<file path="src/rtl/mem_access_ctrl.sv">
// mem_access_ctrl: LC-3b memory access sequencer.
// Arbitrates trap-vector, data and fetch requesters, loads the MAR through its
// mux, then runs the memory ready handshake with byte-lane steering,
// word-misalignment detection and an access timeout.
module mem_access_ctrl #(
   parameter int unsigned MEM_TIMEOUT = 15
) (
   input  logic        clk,
   input  logic        rst_n,
   input  logic        trap_req,
   input  logic        data_req,
   input  logic        data_we,
   input  logic        data_byte,
   input  logic [15:0] data_wdata,
   input  logic        fetch_req,
   input  logic [15:0] mar_q,
   output logic        ld_mar,
   output logic        mar_sel,
   output logic        mem_en,
   output logic        mem_we,
   output logic [1:0]  mem_wmask,
   output logic [15:0] mem_addr,
   output logic [15:0] mem_wdata,
   input  logic [15:0] mem_rdata,
   input  logic        mem_ready,
   output logic        ack_trap,
   output logic        ack_data,
   output logic        ack_fetch,
   output logic [15:0] rdata,
   output logic        err
);

   localparam int unsigned CW = $clog2(MEM_TIMEOUT + 1);

   typedef enum logic [1:0] {IDLE, LOAD, ACCESS, DONE} state_t;
   typedef enum logic [1:0] {SRC_NONE, SRC_TRAP, SRC_DATA, SRC_FETCH} src_t;

   state_t        state_q, state_d;
   src_t          src_q, src_d;
   logic          we_q, byte_q;
   logic [15:0]   wdata_q;
   logic [CW-1:0] cnt_q;
   logic [15:0]   rdata_q, rdata_d;
   logic          err_q, err_d;
   logic          grant, cap, cnt_inc;
   logic          word_acc, misal, is_store;
   logic [7:0]    lane;

   assign word_acc = (src_q != SRC_DATA) || !byte_q;
   assign misal    = word_acc && mar_q[0];
   assign is_store = (src_q == SRC_DATA) && we_q;
   assign lane     = mar_q[0] ? mem_rdata[15:8] : mem_rdata[7:0];

   // Next-state, arbitration and all handshake outputs
   always_comb begin
      state_d   = state_q;
      src_d     = SRC_NONE;
      grant     = 1'b0;
      cap       = 1'b0;
      cnt_inc   = 1'b0;
      rdata_d   = '0;
      err_d     = 1'b0;
      ld_mar    = 1'b0;
      mar_sel   = 1'b0;
      mem_en    = 1'b0;
      mem_we    = 1'b0;
      mem_wmask = '0;
      mem_addr  = '0;
      mem_wdata = '0;
      ack_trap  = 1'b0;
      ack_data  = 1'b0;
      ack_fetch = 1'b0;
      rdata     = '0;
      err       = 1'b0;
      unique case (state_q)
         IDLE: begin
            if (trap_req) begin
               src_d = SRC_TRAP;
               grant = 1'b1;
            end else if (data_req) begin
               src_d = SRC_DATA;
               grant = 1'b1;
            end else if (fetch_req) begin
               src_d = SRC_FETCH;
               grant = 1'b1;
            end
            if (grant) state_d = LOAD;
         end
         LOAD: begin
            ld_mar  = 1'b1;
            mar_sel = (src_q != SRC_TRAP);
            state_d = ACCESS;
         end
         ACCESS: begin
            // The MAR holds the new address only from this cycle, so the
            // alignment check gates mem_en here rather than in LOAD.
            if (misal) begin
               cap     = 1'b1;
               err_d   = 1'b1;
               state_d = DONE;
            end else begin
               mem_en   = 1'b1;
               mem_addr = {mar_q[15:1], 1'b0};
               mem_we   = is_store;
               if (is_store) begin
                  if (byte_q) begin
                     mem_wmask = mar_q[0] ? 2'b10 : 2'b01;
                     mem_wdata = {wdata_q[7:0], wdata_q[7:0]};
                  end else begin
                     mem_wmask = 2'b11;
                     mem_wdata = wdata_q;
                  end
               end
               if (mem_ready) begin
                  cap     = 1'b1;
                  state_d = DONE;
                  if (!is_store) rdata_d = byte_q && (src_q == SRC_DATA) ?
                                           {{8{lane[7]}}, lane} : mem_rdata;
               end else if (cnt_q == CW'(MEM_TIMEOUT - 1)) begin
                  cap     = 1'b1;
                  err_d   = 1'b1;
                  state_d = DONE;
               end else begin
                  cnt_inc = 1'b1;
               end
            end
         end
         DONE: begin
            ack_trap  = (src_q == SRC_TRAP);
            ack_data  = (src_q == SRC_DATA);
            ack_fetch = (src_q == SRC_FETCH);
            rdata     = rdata_q;
            err       = err_q;
            state_d   = IDLE;
         end
         default: state_d = IDLE;
      endcase
   end

   // State register, grant capture, timeout counter and result capture
   always_ff @(posedge clk or negedge rst_n) begin
      if (!rst_n) begin
         state_q <= IDLE;
         src_q   <= SRC_NONE;
         we_q    <= 1'b0;
         byte_q  <= 1'b0;
         wdata_q <= '0;
         cnt_q   <= '0;
         rdata_q <= '0;
         err_q   <= 1'b0;
      end else begin
         state_q <= state_d;
         cnt_q   <= cnt_inc ? cnt_q + 1'b1 : '0;
         if (grant) begin
            src_q   <= src_d;
            we_q    <= data_we;
            byte_q  <= data_byte;
            wdata_q <= data_wdata;
         end
         if (cap) begin
            rdata_q <= rdata_d;
            err_q   <= err_d;
         end else if (state_q == DONE) begin
            rdata_q <= '0;
            err_q   <= 1'b0;
         end
      end
   end

endmodule

</file>
<file path="config.mk">
export PLATFORM = sky130hd
export DESIGN_NAME = mem_access_ctrl
export DESIGN_NICKNAME = d
export VERILOG_FILES = /design/src/rtl/mem_access_ctrl.sv
export SDC_FILE = /design/constraint.sdc
export NUM_CORES = 1
export LEC_CHECK = 0
export BUFFER_PORTS_ARGS = -buffer_cell sky130_fd_sc_hd__buf_4
export CORE_ASPECT_RATIO = 1.5
export CORE_MARGIN = 1.5
export CORE_UTILIZATION = 35
export DETAILED_ROUTE_END_ITERATION = 8
export HOLD_SLACK_MARGIN = 0.03
export SETUP_SLACK_MARGIN = 0.4
export SYNTH_ARGS = -nofsm -noshare
export SYNTH_HDL_FRONTEND = slang
export SYNTH_SLANG_ARGS = --single-unit
</file>
<file path="constraint.sdc">
create_clock -name clk -period 2.6 [get_ports clk]
set_clock_uncertainty 0.2 [all_clocks]
set_input_delay 0.39 -clock clk [delete_from_list [all_inputs] [get_ports clk]]
set_output_delay 0.39 -clock clk [all_outputs]
set_load 0.05 [all_outputs]
</file>
==> results.cfg, run 1 <==
[pwr]
vdd_ir_drop_max_v = 0.000494
power.density_nw_per_um2 = 1040
power_leakage_nw = 1.91

[setup_path]
crit_fanout = 8
ff2ff_setup_slack_ns = 0.46
endpoint_kind = output pin
worstSetupStartpointType = flop
r2r_end = rdata_q[14]$_DFFE_PN0P_
timing.rr.start = src_q[0]$_DFFE_PN0P_
required_ns = 2.01
reg2reg_depth = 6
setup.worst_path.class = flop to output pin
worstPathArrival_ns = 1.78

[yosys]
synth-async-reset-ratio_pct = 100
synth-seq-cells = 43
synth_area_sq_um = 2340
seq_area_frac_synth_pct = 46.1
synth_flop_cell = dfrtp_1
synth-edff-count = 0
syn_nets = 284
syn_inst = 221
synth_cell_types = 34
yosysWarnings = 0
avgSynthCellArea_sq_um = 10.6

[clocking]
cts_tree = built
cts_buffer_depth = 2
htreeDepth = 2
clk_pin_slew_worst_paths_ns = 0.09
clock_sinks = 43
cts_made_buffers = 5
cts-root-buf = clkbuf_8
clock_latency_ns = 0.30

[finish]
layout_common_cells = buf_4, dfrtp_1, mux2_2, buf_6, and2_1
stdcell_count = 425
final_nets = 411
utilization_pct = 59.0
drive_above_1_share_pct = 57.3
area_growth_pct = 63.7
final_common_cell = buf_4
diodes = 0

[sta]
rsz0062_at_grt = true
fin_ws_ns = 0.233
setup_viol = 0
hold_slack_ns = 0.123
max_slew_margin_pct = 63.0
period_share_pct = 91.1
finalHoldViolations = 0
drv_slew = 0
fin_tns_setup_ns = 0
fmax_mhz = 422
worstMarginPinSlew_ns = 0.555
period_minus_slack_ns = 2.37

[place]
portBuffers = 112
place_congestion = 0.771
dp.cells = 401
pre_cts_ws_ns = 0.308
dp_hpwl_um = 4500

[detailed_routing]
vias_per_cell = 4.98
routed_wl_um = 6320
vias = 2117
dr.first_iter.drc_count = 36
wl_per_cell_um = 14.9
firstDrtPassIters = 4
ant_nets = 0
drc = 0

[global_routing]
grt_use_met1_pct = 20.7
grt_pass1_wl_um = 9800
gr-total-overflow = 0
use_met3_pct = 4.11
track_usage_pct = 17.2
top_usage_layer = met2
use_met2_pct = 30.8
grt_max_degree = 44
grt_pass1_vias = 2018
antenna_found_initial = 0

[floorplan]
die_y_um = 103
num_rows = 36
boundaryPins = 114
core-area_sq_um = 6490
die_area_sq_um = 7180
initial_core_util_pct = 36.0
die_w_um = 69.7

[flow_run]
cap_violations = 0

[status]
status = completed

[min_path]
hold_start = data_wdata[7]
hold_class = input pin to flop
hold-path-cell-count = 2
min_to = wdata_q[7]$_DFFE_PN0P_
## worst max-delay path by stage
stage | to | slack [ns] | cells after the start | startpoint
6_report | mem_wdata[0] | 0.23 | 6 | src_q[0]$_DFFE_PN0P_
5_1_grt | mem_wdata[5] | 0.15 | 6 | src_q[0]$_DFFE_PN0P_
4_1_cts | mem_wdata[6] | 0.20 | 6 | src_q[0]$_DFFE_PN0P_
3_5_place_dp | mem_wdata[0] | 0.31 | 7 | state_q[0]$_DFFE_PN0P_
3_3_place_gp | mem_wdata[4] | 0.36 | 7 | state_q[0]$_DFFE_PN0P_
2_1_floorplan | mem_wdata[0] | 0.36 | 6 | src_q[0]$_DFFE_PN0P_
## state kept, by name, summed over array words and instances (netlist names)
signal / cells
we_q: 1
rdata_q: 16
state_q: 2
err_q: 1
cnt_q: 4
src_q: 2
wdata_q: 16
byte_q: 1
## critical path, stage by stage (launching register included)
cell,delay [ns]
dfrtp_2,0.44
and3b_2,0.26
o21ai_2,0.06
or2_4,0.31
clkinvlp_4,0.13
and2_4,0.15
buf_8,0.13
## timing repair
item                       4_1_cts  5_1_grt
hold endpoints to repair        43        0
buffers inserted                 6        7
gates resized for setup         36       18
gates cloned                     1        1
pin swaps                        7        3
setup endpoints to repair       63       57
hold buffers                     1        0
## area by class of cell
class	count	area (sq um)
Sequential cell	43	1080
Clock inverter	2	60.1
Tap cell	76	95.1
Clock buffer	6	72.6
Timing Repair Buffer	131	1150
Fill cell	575	2660
Inverter	7	30.0
Timing Repair inverter	1	7.51
Multi-Input combinational cell	159	1330
## per-layer routing
metal	share of wire (%)	wire length, um
met1	41	2590
met2	52	3280
met3	5.8	367
met4	1.3	80
met5	0	0
## power by group
group	switching [mW]	internal, mW
registers	0.185	0.972
clock network	0.230	0.384
logic	1.23	0.966
## through the flow
stage / power (mW) / area [sq um]
floorplan: 2.58 / 2430
global placement: 3.14 / 3350
detailed placement: 3.16 / 3350
CTS: 3.88 / 3690
global route: 4.23 / 3820
finish: 3.97 / 3820
## kinds of logic after synthesis
family / share of synthesized area [%]
AO/OA/AOI/OAI: 10.1
adder cells (fa/ha/maj): 3.75
XOR/XNOR: 0.750
multiplexers: 15.6
buffers and inverters: 3.64
other: 0.161
flip-flops: 46.1
AND/OR/NAND/NOR: 19.9
## synthesized netlist by cell type (all sizes together) (2+ instances only)
master	count	share of area, %
and3	18	4.8
ha	7	3.7
nand2	3	0.48
clkbuf	7	1.1
buf	6	1.4
nor2b	2	0.54
mux2	19	9.2
and2	26	7.0
nand3	2	0.43
inv	7	1.1
o2bb2ai	17	6.4
a21oi	4	0.86
nor3b	2	0.64
nor2	24	3.9
dfrtp	43	46
mux2i	15	6.4
o21ai	3	0.64
Power figures use the tool's default switching activity.
==> run 2, diff against run 1 <==
--- a/config.mk
+++ b/config.mk
@@ -8,9 +8,10 @@
 export BUFFER_PORTS_ARGS = -buffer_cell sky130_fd_sc_hd__buf_4
 export CORE_ASPECT_RATIO = 1.5
 export CORE_MARGIN = 1.5
-export CORE_UTILIZATION = 35
+export CORE_UTILIZATION = 46
 export DETAILED_ROUTE_END_ITERATION = 8
 export HOLD_SLACK_MARGIN = 0.03
+export PLACE_DENSITY = 0.8
 export SETUP_SLACK_MARGIN = 0.4
 export SYNTH_ARGS = -nofsm -noshare
 export SYNTH_HDL_FRONTEND = slang
==> run 2 against run 1 <==
Compared with the run above: cell count fell by 2.8%; sequential power hardly changed; first-iteration DRC count increased by 130%; hold slack worse by 0.0037 ns; register-to-register slack worse by 0.03 ns; clock-buffer cell count up 1; critical path depth unchanged; design area decreased by 2.8%; largest power group unchanged; worst setup slack worse by 0.013 ns; die area down 23%; highest routed layer unchanged; non-clock buffer count fell by 2.
==> results.cfg, run 2 (synthesized netlist as in run 1, its figures left out) <==
[status]
status = completed

[global_routing]
antenna_found_initial = 0
grt_pass1_vias = 2217
grt_max_degree = 44
grt_pass1_wl_um = 10500
track_usage_pct = 24.9
gr-total-overflow = 0

[detailed_routing]
dr.first_iter.drc_count = 83
vias = 2169
wl_per_cell_um = 16.3
routed_wl_um = 6730
vias_per_cell = 5.25
firstDrtPassIters = 4
drc = 0
ant_nets = 0

[setup_path]
max_stage_delay_ns = 0.43
crit_fanout = 5
critPathTopFamily = simple AND/OR/NAND/NOR gates
endpoint_kind = output pin
path_buf_inv = 2
setup.worst_path.class = flop to output pin
required_ns = 2.01
path_cells = and3b_2, o21ai_2, buf_4, or2_4, nor2_2, buf_6
worstPathArrival_ns = 1.79
critPathSlowestCell = dfrtp_2
worstSetupStartpointType = flop

[floorplan]
boundaryPins = 114
die_y_um = 90.3
num_rows = 31
die_area_sq_um = 5520
core-area_sq_um = 4850
die_w_um = 61.2
initial_core_util_pct = 48.2

[sta]
period_minus_slack_ns = 2.38
finalHoldViolations = 0
period_share_pct = 91.5
max_slew_margin_pct = 53.2
fin_ws_ns = 0.220
fmax_mhz = 420
drv_slew = 0
rsz0062_at_grt = true
setup_viol = 0
worstMarginPinSlew_ns = 0.697
fin_tns_setup_ns = 0

[finish]
final_nets = 409
area_growth_pct = 59.0
final_common_cell = buf_4
layout_common_cells = buf_4, dfrtp_1, mux2_2, and2_1
drive_above_1_share_pct = 56.8
finalInstanceArea_sq_um = 3710
diodes = 0
reg_top3 = rdata_q: 16 flops, wdata_q: 16 flops, cnt_q: 4 flops

[place]
place_area_sq_um = 3320
pre_cts_ws_ns = 0.235
portBuffers = 112
place_congestion = 0.769
dp_hpwl_um = 4620

[clocking]
cts-root-buf = clkbuf_8
clock_latency_ns = 0.29
cts_buffer_depth = 2
clk_pin_slew_worst_paths_ns = 0.08
htreeDepth = 2
cts_tree = built
clock_sinks = 43
cts_made_buffers = 5

[flow_run]
cap_violations = 0

[min_path]
hold_class = input pin to flop

[pwr]
power.density_nw_per_um2 = 1010
vdd_ir_drop_max_v = 0.000653
power_leakage_nw = 1.88
run 2: cell types whose count changed in the layout (fill, tap and decap cells not counted), moves of 2 or more:
cell       delta
buf_12        -2
buf_4         +3
buf_6         -7
buf_8         +3
bufinv_16     -2
run 2: where the power goes:
group | total, mW | internal, mW | switching (mW)
clock network | 0.410 | 0.189 | 0.222
registers | 1.17 | 0.973 | 0.200
logic | 2.15 | 0.908 | 1.24
total | 3.73 | 2.07 | 1.66
run 2: cell type report:
cell class,instances,area [sq um]
fill,343,1130
sequential,43,1080
tap,66,82.6
clock buffer,7,76.3
timing repair inverter,1,7.51
clock inverter,1,5.00
timing repair buffer,129,1100
inverter,7,30.0
multi-input combinational,159,1330
run 2: through the flow:
stage | instances | power (mW) | utilization, % | hold slack [ns]
6_report | 413 | 3.73 | 76.6 | 0.119
5_1_grt | 413 | 3.94 | 76.6 | 0.111
4_1_cts | 410 | 3.66 | 74.9 | 0.114
3_5_place_dp | 390 | 3.11 | 68.4 | 0.209
3_3_place_gp | 390 | 3.06 | 68.4 | 0.209
2_1_floorplan | 221 | 2.58 | - | -0.106
run 2: worst reg2reg max path, stage by stage (launching register included):
cell and delay [ns]:
dfrtp_2 0.43, and3b_2 0.25, buf_4 0.12, buf_4 0.10, buf_4 0.14, a21oi_1 0.07, or4b_4 0.61, o2bb2ai_1 0.18
run 2: path summary, 6_finish.rpt:
check	to	slack, ns	cells after the start	from
max in group asynchronous	src_q[0]$_DFFE_PN0P_	1.36	2	rst_n
min reg2reg	rdata_q[13]$_DFFE_PN0P_	0.29	1	rdata_q[13]$_DFFE_PN0P_
max reg2reg	rdata_q[11]$_DFFE_PN0P_	0.43	7	src_q[0]$_DFFE_PN0P_
max	mem_wdata[15]	0.22	6	src_q[0]$_DFFE_PN0P_
min	wdata_q[9]$_DFFE_PN0P_	0.12	2	data_wdata[9]
min in group asynchronous	rdata_q[6]$_DFFE_PN0P_	0.44	2	rst_n
run 2: metal layers:
layer | global-route usage, % | part of all wire (%)
met5 | 0 | 0
met4 | 7.43 | 1.6
met3 | 4.01 | 5.4
met2 | 44.3 | 56
met1 | 29.2 | 37
run 2: timing repair:
| item | 4_1_cts | 5_1_grt |
|---|---|---|
| hold buffers | 1 | 0 |
| gates cloned | 2 | 0 |
| buffers inserted | 9 | 3 |
| pin swaps | 9 | 8 |
| resized for setup | 39 | 14 |
| hold endpoints to repair | 43 | 0 |
| endpoints found under the setup margin | 49 | 50 |
==> run 3, diff against run 2 <==
--- a/config.mk
+++ b/config.mk
@@ -8,10 +8,11 @@
 export BUFFER_PORTS_ARGS = -buffer_cell sky130_fd_sc_hd__buf_4
 export CORE_ASPECT_RATIO = 1.5
 export CORE_MARGIN = 1.5
-export CORE_UTILIZATION = 46
+export CORE_UTILIZATION = 42
 export DETAILED_ROUTE_END_ITERATION = 8
 export HOLD_SLACK_MARGIN = 0.03
-export PLACE_DENSITY = 0.8
+export PLACE_DENSITY = 0.77
+export REMOVE_ABC_BUFFERS = 1
 export SETUP_SLACK_MARGIN = 0.4
 export SYNTH_ARGS = -nofsm -noshare
 export SYNTH_HDL_FRONTEND = slang
==> constraint.sdc (replaced) <==
create_clock -name clk -period 2.07 [get_ports clk]
set_clock_uncertainty 0.2 [all_clocks]
set_input_delay 0.3105 -clock clk [delete_from_list [all_inputs] [get_ports clk]]
set_output_delay 0.3105 -clock clk [all_outputs]
set_load 0.05 [all_outputs]
==> run 3 against run 2 <==
Compared with the run above: cell count increased by 9.0%; largest cell class unchanged; non-clock buffer count increased by 33; clock power increased by 43%; the flow now finishes with violations (setup timing); critical path depth unchanged; clock-buffer cell count unchanged; design area increased by 31%.
==> results.cfg, run 3 (synthesized netlist as in run 1, its figures left out) <==
[clocking]
clock_latency_ns = 0.31
cts_tree = built
htreeDepth = 2
cts_made_buffers = 5
cts-root-buf = clkbuf_8
cts_buffer_depth = 2
clock_sinks = 43
clk_pin_slew_worst_paths_ns = 0.09

[setup_path]
r2r_end = rdata_q[10]$_DFFE_PN0P_
reg2reg_depth = 7
timing.rr.start = src_q[1]$_DFFE_PN0P_
critPathLaunch = src_q[1]$_DFFE_PN0P_
endpoint_kind = output pin
required_ns = 1.56
worstSetupStartpointType = flop
setup.worst_path.class = flop to output pin
critPathCapture = mem_wdata[6]
ff2ff_setup_slack_ns = -0.14
worstPathArrival_ns = 1.86
crit_fanout = 5

[floorplan]
die_y_um = 94.3
num_rows = 33
core-area_sq_um = 5410
boundaryPins = 114
die_w_um = 63.9
initial_core_util_pct = 43.2
die_area_sq_um = 6030

[global_routing]
grt_max_degree = 44
grt_pass1_vias = 2661
grt_pass1_wl_um = 13800
track_usage_pct = 30.3
gr-total-overflow = 0
antenna_found_initial = 0

[place]
place_congestion = 0.747
dp_hpwl_um = 4500
portBuffers = 112
dp.cells = 409

[sta]
setup_viol = 79
period_minus_slack_ns = 2.37
fmax_mhz = 422
finalHoldViolations = 0
fin_ws_ns = -0.298
worstMarginPinSlew_ns = 0.575
max_slew_margin_pct = 61.6
drv_slew = 0
rsz0062_at_grt = true
period_share_pct = 114

[detailed_routing]
drc = 0
wl_per_cell_um = 22.3
vias_per_cell = 5.56
vias = 2501
ant_nets = 0
firstDrtPassIters = 4
routed_wl_um = 10000
dr.first_iter.drc_count = 174

[pwr]
power_leakage_nw = 2.30
total_power_mw = 6.81
vdd_ir_drop_max_v = 0.000901
power.density_nw_per_um2 = 1400

[min_path]
hold_class = input pin to flop

[finish]
drive_above_1_share_pct = 76.3
area_growth_pct = 109
final_common_cell = buf_4
final_nets = 442
diodes = 0
reg_top3 = rdata_q: 16 flops, wdata_q: 16 flops, cnt_q: 4 flops
stdcell_count = 450
layout_common_cells = buf_4, buf_6, dfrtp_1, buf_8, and2_4

[flow_run]
cap_violations = 0

[status]
status = finished, violations left
violations = setup timing
## run 3: layer usage
metal  wire, um  track usage, %
met1       3620            32.2
met4        280            13.9
met2       5490            56.3
met3        633            6.67
met5          0               0
## run 3: final cells by class
type                       count  area, sq um
clock buffer                   7         86.3
clock inverter                 1         8.76
fill                         204          533
inverter                       7         40.0
multi-input combinational    159         1790
sequential                    43         1080
tap                           70         87.6
timing repair buffer         162         1780
timing repair inverter         1         7.51
## run 3: stage by stage
stage	TNS (ns)	instance area (sq um)	hold slack [ns]	setup WS, ns	utilization, %
floorplan	-22.03	2280	-0.185	-0.858	-
global placement	-0.0139	3360	0.135	-0.00289	62.1
detailed placement	-0.657	3360	0.144	-0.0777	62.1
CTS	-6.15	4650	0.0316	-0.221	85.9
global route	-13.42	4880	0.0307	-0.327	90.1
finish	-11.09	4880	0.0290	-0.298	90.1
## run 3: worst min path at each step
| stage | cells past startpoint | endpoint | from |
|---|---|---|---|
| after floorplan | 0 | byte_q$_DFFE_PN0P_ | rst_n |
| after detailed placement | 1 | wdata_q[7]$_DFFE_PN0P_ | rst_n |
| after CTS | 2 | wdata_q[10]$_DFFE_PN0P_ | data_wdata[10] |
| final | 2 | wdata_q[10]$_DFFE_PN0P_ | data_wdata[10] |
| after global placement | 1 | wdata_q[15]$_DFFE_PN0P_ | rst_n |
| after global routing | 2 | wdata_q[10]$_DFFE_PN0P_ | data_wdata[10] |
## run 3: what timing repair did
| item | 4_1_cts | 5_1_grt |
|---|---|---|
| gates resized for setup | 237 | 32 |
| hold buffers | 1 | 2 |
| setup endpoints to repair | 93 | 100 |
| setup buffers | 15 | 6 |
| cloned | 8 | 1 |
| pin swaps | 49 | 10 |
| hold endpoints to repair | 43 | 2 |
## run 3: report_power, final
part           switching [mW]  total [mW]  internal (mW)
combinational            2.25        4.68           2.42
clock                   0.311       0.585          0.274
sequential              0.327        1.55           1.22
total                    2.89        6.81           3.92
## run 3: critical path, stage by stage, from the launching register on
cell        delay (ns)
dfrtp_1           0.43
and3b_2           0.26
o21ai_2           0.16
or2_4             0.20
clkinvlp_4        0.16
and2_4            0.18
buf_6             0.15
